### config.mk
export PLATFORM = sky130hd
export DESIGN_NAME = uart_rx_deframer
export DESIGN_NICKNAME = d
export VERILOG_FILES = /design/src/rtl/uart_pkg.sv /design/src/rtl/uart_byte_strobe.sv /design/src/rtl/uart_rx_deframer.sv
export SDC_FILE = /design/constraint.sdc
export NUM_CORES = 1
export LEC_CHECK = 0
export BUFFER_PORTS_ARGS = -buffer_cell sky130_fd_sc_hd__buf_2
export CORE_UTILIZATION = 52
export DETAILED_ROUTE_END_ITERATION = 10
export PLACE_DENSITY = 0.67
export SLEW_MARGIN = 10
export SYNTH_ARGS = -nofsm -noshare
export SYNTH_HDL_FRONTEND = slang
export SYNTH_SLANG_ARGS = --single-unit
### constraint.sdc
create_clock -name clk -period 2.85 [get_ports clk]
set_input_delay 0.285 -clock clk [delete_from_list [all_inputs] [get_ports clk]]
set_output_delay 0.285 -clock clk [all_outputs]
set_load 0.05 [all_outputs]
### src/rtl/uart_pkg.sv
// Shared types and constants for the UART receive-side framing logic.
package uart_pkg;

    // Deframer states: hunt for SOF, take length, collect payload, check, drain.
    typedef enum logic [2:0] {
        IDLE    = 3'd0,
        LEN     = 3'd1,
        PAYLOAD = 3'd2,
        CHK     = 3'd3,
        DRAIN   = 3'd4
    } state_t;

    // Error codes reported on err_code.
    localparam logic [1:0] ERR_LEN     = 2'd0;
    localparam logic [1:0] ERR_CHK     = 2'd1;
    localparam logic [1:0] ERR_TIMEOUT = 2'd2;
    localparam logic [1:0] ERR_OVERRUN = 2'd3;

    localparam logic [7:0] SOF_DEFAULT = 8'hA5;

    // Running XOR checksum step; stays 8 bits wide by construction.
    function automatic logic [7:0] chk_update(input logic [7:0] chk, input logic [7:0] data);
        return chk ^ data;
    endfunction

endpackage

### src/rtl/uart_byte_strobe.sv
// Converts the receiver's level-style done signal into a one-cycle byte strobe.
// byte_data carries rx_byte during the strobe and holds the last byte afterwards.
module uart_byte_strobe (
    input  logic       clk,
    input  logic       rst_n,
    input  logic       rx_done,
    input  logic [7:0] rx_byte,
    output logic       byte_stb,
    output logic [7:0] byte_data
);

    logic       rx_done_q_r;
    logic [7:0] byte_hold_r;

    // Delay rx_done by one cycle; resets high so reset release never looks like a rising edge.
    always_ff @(posedge clk or negedge rst_n) begin
        if (!rst_n) begin
            rx_done_q_r <= 1'b1;
        end else begin
            rx_done_q_r <= rx_done;
        end
    end

    // Keep a copy of the most recent received byte for consumers that look later.
    always_ff @(posedge clk or negedge rst_n) begin
        if (!rst_n) begin
            byte_hold_r <= 8'h00;
        end else if (byte_stb) begin
            byte_hold_r <= rx_byte;
        end else begin
            byte_hold_r <= byte_hold_r;
        end
    end

    assign byte_stb  = rx_done & ~rx_done_q_r;
    assign byte_data = byte_stb ? rx_byte : byte_hold_r;

endmodule

### src/rtl/uart_rx_deframer.sv
// Parses SOF/LEN/payload/XOR-checksum frames from the UART byte receiver,
// buffers the payload and replays it on a valid/ready byte stream.
module uart_rx_deframer
    import uart_pkg::*;
#(
    parameter int         MAX_LEN        = 16,
    parameter logic [7:0] SOF_BYTE       = SOF_DEFAULT,
    parameter int         TIMEOUT_CYCLES = 50000
) (
    input  logic       clk,
    input  logic       rst_n,
    input  logic       rx_done,
    input  logic [7:0] rx_byte,
    output logic [7:0] m_data,
    output logic       m_valid,
    input  logic       m_ready,
    output logic       m_last,
    output logic       frame_ok,
    output logic       err_pulse,
    output logic [1:0] err_code
);

    localparam int IW = $clog2(MAX_LEN + 1);
    localparam int AW = (MAX_LEN > 1) ? $clog2(MAX_LEN) : 1;
    localparam int GW = (TIMEOUT_CYCLES > 2) ? $clog2(TIMEOUT_CYCLES) : 1;

    localparam logic [IW-1:0] IDX_ONE   = IW'(1);
    localparam logic [IW-1:0] IDX_ZERO  = IW'(0);
    localparam logic [AW-1:0] BUF_FIRST = AW'(0);
    localparam logic [GW-1:0] GAP_ONE   = GW'(1);
    localparam logic [GW-1:0] GAP_ZERO  = GW'(0);
    localparam logic [GW-1:0] GAP_MAX   = GW'(TIMEOUT_CYCLES - 1);
    localparam logic [7:0]    MAX_LEN_B = 8'(MAX_LEN);

    logic          byte_stb_s;
    logic [7:0]    rx_data_s;
    logic [GW-1:0] gap_inc_s;
    logic [IW-1:0] rd_next_s;

    state_t        state_r;
    logic [IW-1:0] len_r;
    logic [IW-1:0] wr_idx_r;
    logic [IW-1:0] rd_idx_r;
    logic [7:0]    chk_r;
    logic [GW-1:0] gap_r;
    logic [7:0]    buf_r [2**AW];

    uart_byte_strobe u_strobe (
        .clk       (clk),
        .rst_n     (rst_n),
        .rx_done   (rx_done),
        .rx_byte   (rx_byte),
        .byte_stb  (byte_stb_s),
        .byte_data (rx_data_s)
    );

    // Saturating gap increment and next read index.
    always_comb begin
        gap_inc_s = gap_r;
        if (gap_r != GAP_MAX) begin
            gap_inc_s = gap_r + GAP_ONE;
        end else begin
            gap_inc_s = gap_r;
        end
        rd_next_s = rd_idx_r + IDX_ONE;
    end

    // Payload buffer write port; contents are left as-is when a frame is abandoned.
    always_ff @(posedge clk) begin
        if (state_r == PAYLOAD && byte_stb_s) begin
            buf_r[wr_idx_r[AW-1:0]] <= rx_data_s;
        end
    end

    // Frame parser, inter-byte timeout and output stream control.
    always_ff @(posedge clk or negedge rst_n) begin
        if (!rst_n) begin
            state_r   <= IDLE;
            len_r     <= IDX_ZERO;
            wr_idx_r  <= IDX_ZERO;
            rd_idx_r  <= IDX_ZERO;
            chk_r     <= 8'h00;
            gap_r     <= GAP_ZERO;
            m_data    <= 8'h00;
            m_valid   <= 1'b0;
            m_last    <= 1'b0;
            frame_ok  <= 1'b0;
            err_pulse <= 1'b0;
            err_code  <= 2'd0;
        end else begin
            frame_ok  <= 1'b0;
            err_pulse <= 1'b0;
            case (state_r)
                IDLE: begin
                    gap_r <= GAP_ZERO;
                    if (byte_stb_s && rx_data_s == SOF_BYTE) begin
                        state_r <= LEN;
                    end else begin
                        state_r <= IDLE;
                    end
                end
                LEN, PAYLOAD, CHK: begin
                    if (byte_stb_s) begin
                        // A byte on the expiry cycle takes priority over the timeout.
                        gap_r <= GAP_ZERO;
                        case (state_r)
                            LEN: begin
                                if (rx_data_s == 8'h00 || rx_data_s > MAX_LEN_B) begin
                                    err_pulse <= 1'b1;
                                    err_code  <= ERR_LEN;
                                    state_r   <= IDLE;
                                end else begin
                                    len_r    <= rx_data_s[IW-1:0];
                                    chk_r    <= rx_data_s;
                                    wr_idx_r <= IDX_ZERO;
                                    state_r  <= PAYLOAD;
                                end
                            end
                            PAYLOAD: begin
                                chk_r    <= chk_update(chk_r, rx_data_s);
                                wr_idx_r <= wr_idx_r + IDX_ONE;
                                if (wr_idx_r == len_r - IDX_ONE) begin
                                    state_r <= CHK;
                                end else begin
                                    state_r <= PAYLOAD;
                                end
                            end
                            CHK: begin
                                if (rx_data_s == chk_r) begin
                                    frame_ok <= 1'b1;
                                    m_valid  <= 1'b1;
                                    m_data   <= buf_r[BUF_FIRST];
                                    m_last   <= (len_r == IDX_ONE);
                                    rd_idx_r <= IDX_ZERO;
                                    state_r  <= DRAIN;
                                end else begin
                                    err_pulse <= 1'b1;
                                    err_code  <= ERR_CHK;
                                    state_r   <= IDLE;
                                end
                            end
                            default: begin
                                state_r <= IDLE;
                            end
                        endcase
                    end else if (gap_r == GAP_MAX) begin
                        err_pulse <= 1'b1;
                        err_code  <= ERR_TIMEOUT;
                        gap_r     <= GAP_ZERO;
                        state_r   <= IDLE;
                    end else begin
                        gap_r <= gap_inc_s;
                    end
                end
                DRAIN: begin
                    // Bytes arriving while draining are dropped; the drain is unaffected.
                    if (byte_stb_s) begin
                        err_pulse <= 1'b1;
                        err_code  <= ERR_OVERRUN;
                    end
                    if (m_ready) begin
                        if (m_last) begin
                            m_valid <= 1'b0;
                            m_last  <= 1'b0;
                            state_r <= IDLE;
                        end else begin
                            rd_idx_r <= rd_next_s;
                            m_data   <= buf_r[rd_next_s[AW-1:0]];
                            m_last   <= (rd_next_s == len_r - IDX_ONE);
                        end
                    end else begin
                        state_r <= DRAIN;
                    end
                end
                default: begin
                    m_valid <= 1'b0;
                    m_last  <= 1'b0;
                    state_r <= IDLE;
                end
            endcase
        end
    end

endmodule

==> results of run 1 <==
==> path summary, 6_finish.rpt <==
| check | to | startpoint | slack (ns) | depth (start not counted) |
|---|---|---|---|---|
| max | m_data[3] | u_strobe.rx_done_q_r | 0.17 | 6 |
| min | gap_r[15] | rst_n | 0.04 | 1 |
| max reg2reg | m_data[3] | u_strobe.rx_done_q_r | 0.17 | 6 |
| min reg2reg | err_code[0] | err_code[0] | 0.49 | 1 |
| max in group asynchronous | chk_r[2] | rst_n | 2.02 | 2 |
| min in group clk | u_strobe.byte_hold_r[2] | rx_byte[2] | 0.13 | 3 |
==> synth_stat cells (3+ instances only) <==
cell type | number | share of area, %
a21oi_1 | 14 | 0.81
a221o_1 | 9 | 1.0
and2_1 | 3 | 0.22
and3_1 | 5 | 0.36
buf_1 | 4 | 0.17
buf_2 | 6 | 0.35
clkbuf_1 | 14 | 0.61
dfrtp_1 | 64 | 19
edfxtp_1 | 128 | 45
ha_1 | 8 | 1.2
inv_1 | 13 | 0.57
mux2_1 | 10 | 1.3
mux2_2 | 11 | 1.4
mux2i_1 | 11 | 1.3
mux4_2 | 32 | 8.4
nand2_1 | 44 | 1.9
nand2b_1 | 5 | 0.36
nand3_1 | 15 | 0.87
nand4_1 | 9 | 0.65
nor2_1 | 64 | 2.8
nor2b_1 | 3 | 0.22
nor3_1 | 18 | 1.0
nor3b_1 | 3 | 0.26
nor4_1 | 4 | 0.29
o21ai_0 | 5 | 0.29
o21ai_1 | 11 | 0.64
o21ai_2 | 3 | 0.30
o22a_1 | 3 | 0.30
o31ai_1 | 4 | 0.35
or4_1 | 3 | 0.26
xnor2_1 | 21 | 2.1
xor2_1 | 20 | 2.0
==> worst max-delay path: cells and delay by family (launching register included) <==
kind            cells  cell delay, ns
mux                 1            0.42
flops               1            0.54
compound gates      3            1.14
simple gates        2            0.45
==> state kept, by name, indices dropped and copies added, names as in the netlist <==
signal,cells
rd_idx_r,5
m_valid,1
gap_r,16
m_data,8
len_r,5
u_strobe.byte_hold_r,8
chk_r,8
state_r,3
m_last,1
err_code,2
frame_ok,1
err_pulse,1
u_strobe.rx_done_q_r,1
buf_r,128
wr_idx_r,5
==> stage by stage <==
| step | hold slack [ns] | worst slack, ns | std cells | instance area [sq um] | util (%) |
|---|---|---|---|---|---|
| after global placement | 0.4304 | 0.1716 | 857 | 9208 | 57.34 |
| after detailed placement | 0.4340 | 0.1226 | 857 | 9208 | 57.34 |
| final | 0.04122 | 0.1733 | 889 | 9749 | 60.71 |
| after global routing | 0.1077 | 0.06353 | 889 | 9749 | 60.71 |
| after CTS | 0.06020 | 0.09630 | 889 | 9748 | 60.71 |
| after floorplan | -0.01059 | 0.1876 | 606 | 8623 | - |
==> report_power, final <==
| part | total [mW] | internal [mW] | switching, mW |
|---|---|---|---|
| clock | 2.18 | 1.12 | 1.05 |
| sequential | 3.14 | 3.10 | 0.0467 |
| combinational | 1.05 | 0.448 | 0.604 |
==> final cells by class <==
type	count	area (sq um)
timing repair buffer	63	450.4
clock inverter	14	105.1
sequential	193	5473
tap	216	270.3
inverter	15	56.30
fill	1187	6309
clock buffer	17	425.4
multi-input combinational	371	2969
==> kinds of logic after synthesis <==
group                      Yosys count  share of synthesized area [%]
DFF                                193                          63.45
AOI/OAI and AO/OA                   67                          5.514
xor gates and xnor gates            41                          4.164
and+or+nand+nor                    189                          10.69
adders and majority gates            8                          1.161
buffers and inverters               42                          2.220
muxes                               66                          12.80
==> metal layers <==
metal | share of wire (%) | wire length, um | vias to the layer above
met5 | 0 | 0 | -
met4 | 1.7 | 300 | 0
met3 | 4.4 | 796 | 21
met2 | 50 | 9070 | 140
met1 | 44 | 7891 | 2590
li1 | - | - | 2381
==> timing repair <==
| action | 4_1_cts | 5_1_grt |
|---|---|---|
| hold endpoints to repair | 1 | 0 |
| gates resized for setup | 0 | 1 |
| setup endpoints to repair | 0 | 1 |
| hold buffers | 1 | 0 |
==> run summary, run 1 <==
Die width - 130.8 um
First-pass GRT wire length - 27,980 um
GR Layer Usage met1 - 31.52%
Initial Utilization - 53.70%
GR Util All Layers - 22.89%
Clock Tree Buf Depth - 2
Worst-margin pin slew - 1.048 ns
H-tree levels - 4
Final Skew - 0.007537 ns
Pleak - 3.667 nW
Clock Latency Late Sink - 0.43 ns
Area Overhead vs Synth - 13.06%
DR iter-0 viols - 456
Tmin final - 2.677 ns
VDD IR max - 0.0004460 V
HPWL after detailed placement - 12,170 um
Vias - 5,132
Largest net degree at the start of global routing - 45
Die height - 130.8 um
Pwr Density - 653.7 nW/um^2
CTS clk-pin slew, worst paths - 0.07 ns
Drt pass-1 iters - 5
CTS tree - yes
RSZ-0062 raised after global routing - false
Worst slew margin - 30.16%
Total CTS buffers - 17
Grt peak-use layer - met2
Synth cell types - 65
Gpl congestion - 0.8324
Critical Path Fanout Max - 13
Die area - 17,100 sq um
Worst path arrival time - 2.99 ns
Status - finished, final reports clean
Mapped cell area - 8623 sq um
Highest clock rate - 373.6 MHz
Drt via density - 5.773
Pins Over Slew Limit - 0
Finish-stage setup viols - 0
Most common cell after layout, fill and taps aside - edfxtp_1
Avg Synthesized Cell Area - 14.23 sq um
Post-Syn Nets - 626
Final WL - 18,060 um
Setup TNS - 0 ns
YS warnings - 0
IO Pins - 26
CORE AREA - 16,060 sq um
Tcrit/Tclk final - 93.92%
GR met2 Demand/Resource - 37.10%
Hold Crit Class - input port to asynchronous set/reset pin
Final Hold Vio Count - 0
Total power - 6.373 mW
ANT nets after route - 0
Crit. End Element - flip-flop
Most frequent cells in the layout - edfxtp_1 (128), nor2_1 (64), dfrtp_1 (63)
Post-Synthesis Cells - 606
Vias in the first global route - 4,970
Critical path, cell by cell - and2b_2 -> o311ai_0 -> o311a_1 -> nand2_1 -> a22o_1 -> mux2_1
Seq cells post-synth - 193
Synth Flop Type - edfxtp_1
Ys async rst share - 33.68%
CP peak stage delay - 0.54 ns
Detailed-route DRC error count - 0
Max Cap Violations - 0
Initial antenna violation count - 0
Setup bufs post-CTS - 0
Sequential share of the synthesized area - 63.45%
# port buffers - 25
Gr ovfl total - 0
# diodes - 0
Fin nets - 681
Fraction of layout cells with a size suffix above 1 - 22.44%
Root buffer cell - clkbuf_16
Grt met3 use - 4.194%
Crit path launch type - flip-flop
FP Rows - 46
CP Class - flip-flop to flip-flop
Clock sinks - 193
Number of synthesized flops with an enable pin - 128
Avg WL per Cell - 20.31 um
Worst path slowest cell - dfstp_2
Worst EP required - 3.17 ns
Power figures use the tool's default switching activity.
==> run 2, diff against run 1 <==
--- a/config.mk
+++ b/config.mk
@@ -8,7 +8,7 @@
 export BUFFER_PORTS_ARGS = -buffer_cell sky130_fd_sc_hd__buf_2
 export CORE_UTILIZATION = 52
 export DETAILED_ROUTE_END_ITERATION = 10
-export PLACE_DENSITY = 0.67
+export PLACE_DENSITY = 0.71
 export SLEW_MARGIN = 10
 export SYNTH_ARGS = -nofsm -noshare
 export SYNTH_HDL_FRONTEND = slang
==> run 2 against run 1 <==
Net effect:
- final cell count unchanged
- total power is 1.6% higher
- non-clock buffer count is 1 lower
- clock skew is essentially flat
- first-iteration DRC count is the same
- largest power group unchanged
- worst setup slack improved by 0.034 ns
- largest cell class unchanged
- worst hold slack better by 0.20 ns
- combinational power is essentially flat
- critical endpoint is now m_data[4]
- register-to-register slack better by 0.08 ns
==> run summary, run 2 (synthesized netlist as in run 1, its figures left out) <==
Status - finished, final reports clean
Die width - 130.8 um (unchanged)
Total power - 6.477 mW (+1.6%)
Most common cell after layout, fill and taps aside - edfxtp_1
Detailed-route DRC error count - 0 (unchanged)
GR Util All Layers - 22.37% (-0.52 points)
Worst slew margin - 33.19% (+3.0 points)
Post-Place Cell Area - 9193 sq um (-0.16%)
Post-place setup slack - 0.2738 ns (+0.1513 ns)
Worst-margin pin slew - 0.9930 ns (-0.05462 ns)
Post-CTS sizing - 0 (unchanged)
Die height - 130.8 um (unchanged)
Avg WL per Cell - 19.89 um (-2.1%)
Max reg flops - 128 (unchanged)
Pleak - 3.670 nW (about the same)
DR iter-0 viols - 456 (unchanged)
Fin cells - 889 (unchanged)
Final core utilization - 60.86% (+0.15 points)
Worst EP required - 3.15 ns (-0.02 ns)
Post-route cell area - 9773 sq um (+0.24%)
Clock sinks - 193 (unchanged)
# diodes - 0 (unchanged)
H-tree levels - 4 (unchanged)
Vias in the first global route - 5,062 (+1.9%)
CP peak stage delay - 0.52 ns (-0.02 ns)
# port buffers - 25 (unchanged)
Drt via density - 5.808 (+0.60%)
Worst path top cell family by delay - buffers and inverters
Fin nets - 680 (-0.15%)
DP Cell Count - 855 (-0.23%)
Highest clock rate - 378.4 MHz (+1.3%)
VDD IR max - 0.0004353 V (-2.4%)
CTS clk-pin slew, worst paths - 0.06 ns (about the same)
Gr ovfl total - 0 (unchanged)
FP Rows - 46 (unchanged)
Finish-stage setup viols - 0 (unchanged)
Pwr Density - 662.7 nW/um^2 (+1.4%)
Tmin final - 2.643 ns (-0.03375 ns)
IO Pins - 26 (unchanged)
Hold_buf cts - 2 (+1)
CP Class - input port to flip-flop
CTS tree - yes
Gpl congestion - 0.8244 (-0.96%)
RSZ-0062 raised after global routing - false
Area Overhead vs Synth - 13.33%
Critical path, cell by cell - dlygate4sd3_1 -> buf_2 -> and2b_1 -> buf_4 -> nand2_1 -> a211oi_2 -> nand2_1 -> a22o_1 -> mux2_1
Setup bufs post-CTS - 0 (unchanged)
Final hold slack - 0.2380 ns (+0.1968 ns)
Final worst slack - 0.2070 ns (+0.03375 ns)
Worst path arrival time - 2.94 ns (-0.05 ns)
Tcrit/Tclk final - 92.74% (-1.2 points)
First-pass GRT wire length - 27,630 um (-1.2%)
Crit. End Element - flip-flop
CP most frequent cell - nand2_1
Initial antenna violation count - 0 (unchanged)
HPWL after detailed placement - 11,760 um (-3.4%)
WP buf/inv - 3 (+3)
Final WL - 17,680 um (-2.1%)
CORE AREA - 16,060 sq um (unchanged)
Most frequent cells in the layout - edfxtp_1 (128), nor2_1 (64), dfrtp_1 (63)
Critical Path Fanout Max - 13 (unchanged)
Pins Over Slew Limit - 0 (unchanged)
Clock Latency Late Sink - 0.43 ns (about the same)
Fraction of layout cells with a size suffix above 1 - 21.99% (-0.45 points)
Root buffer cell - clkbuf_16
Worst path slowest cell - dlygate4sd3_1
Die area - 17,100 sq um (unchanged)
Setup TNS - 0 ns (unchanged)
Final Skew - 0.007701 ns (+0.0001634 ns)
Final Hold Vio Count - 0 (unchanged)
Total CTS buffers - 17 (unchanged)
Initial Utilization - 53.70% (unchanged)
Drt pass-1 iters - 5 (unchanged)
ANT nets after route - 0 (unchanged)
Hold Crit Class - input port to flip-flop
Clock Tree Buf Depth - 2 (unchanged)
Largest net degree at the start of global routing - 29 (-36%)
Max Cap Violations - 0 (unchanged)
Crit path launch type - input port
Vias - 5,163 (+0.60%)
==> run 2: worst min-delay path, delay by kind of cell <==
family	cells	cell delay (ns)
AOI/OAI and AO/OA	1	0.13
and+or+nand+nor	1	0.10
buffers and inverters	1	0.12
==> run 2: cell type report <==
cell class | instances | area [sq um]
clock buffers | 20 | 436.7
clock inverters | 12 | 123.9
fillers | 1193 | 6285
inverters | 15 | 56.30
multi-input cells | 371 | 2968
flip-flops and latches | 193 | 5473
well taps | 216 | 270.3
repair buffers | 62 | 445.4
==> run 2: metal layers <==
| layer | GRT usage, % | part of all wire, % | vias to the layer above |
|---|---|---|---|
| li1 | - | - | 2380 |
| met1 | 29.33 | 43 | 2636 |
| met2 | 37.72 | 51 | 131 |
| met3 | 3.950 | 3.8 | 16 |
| met4 | 7.911 | 1.9 | 0 |
| met5 | 0 | 0 | - |
==> run 2: worst paths after layout <==
check	slack [ns]	from	end	depth (start not counted)
setup / recovery	0.21	rx_done	m_data[4]	9
setup reg to reg	0.25	u_strobe.rx_done_q_r	m_data[4]	7
hold reg to reg	0.49	m_data[2]	m_data[2]	1
min in group asynchronous	0.43	rst_n	gap_r[15]	2
max in group asynchronous	1.66	rst_n	rd_idx_r[0]	3
hold / removal	0.24	m_ready	state_r[2]	3
==> run 2: power breakdown <==
part / total [mW] / switching, mW / internal, mW
clock network: 2.27 / 1.04 / 1.23
registers: 3.14 / 0.0453 / 3.10
logic: 1.06 / 0.615 / 0.448
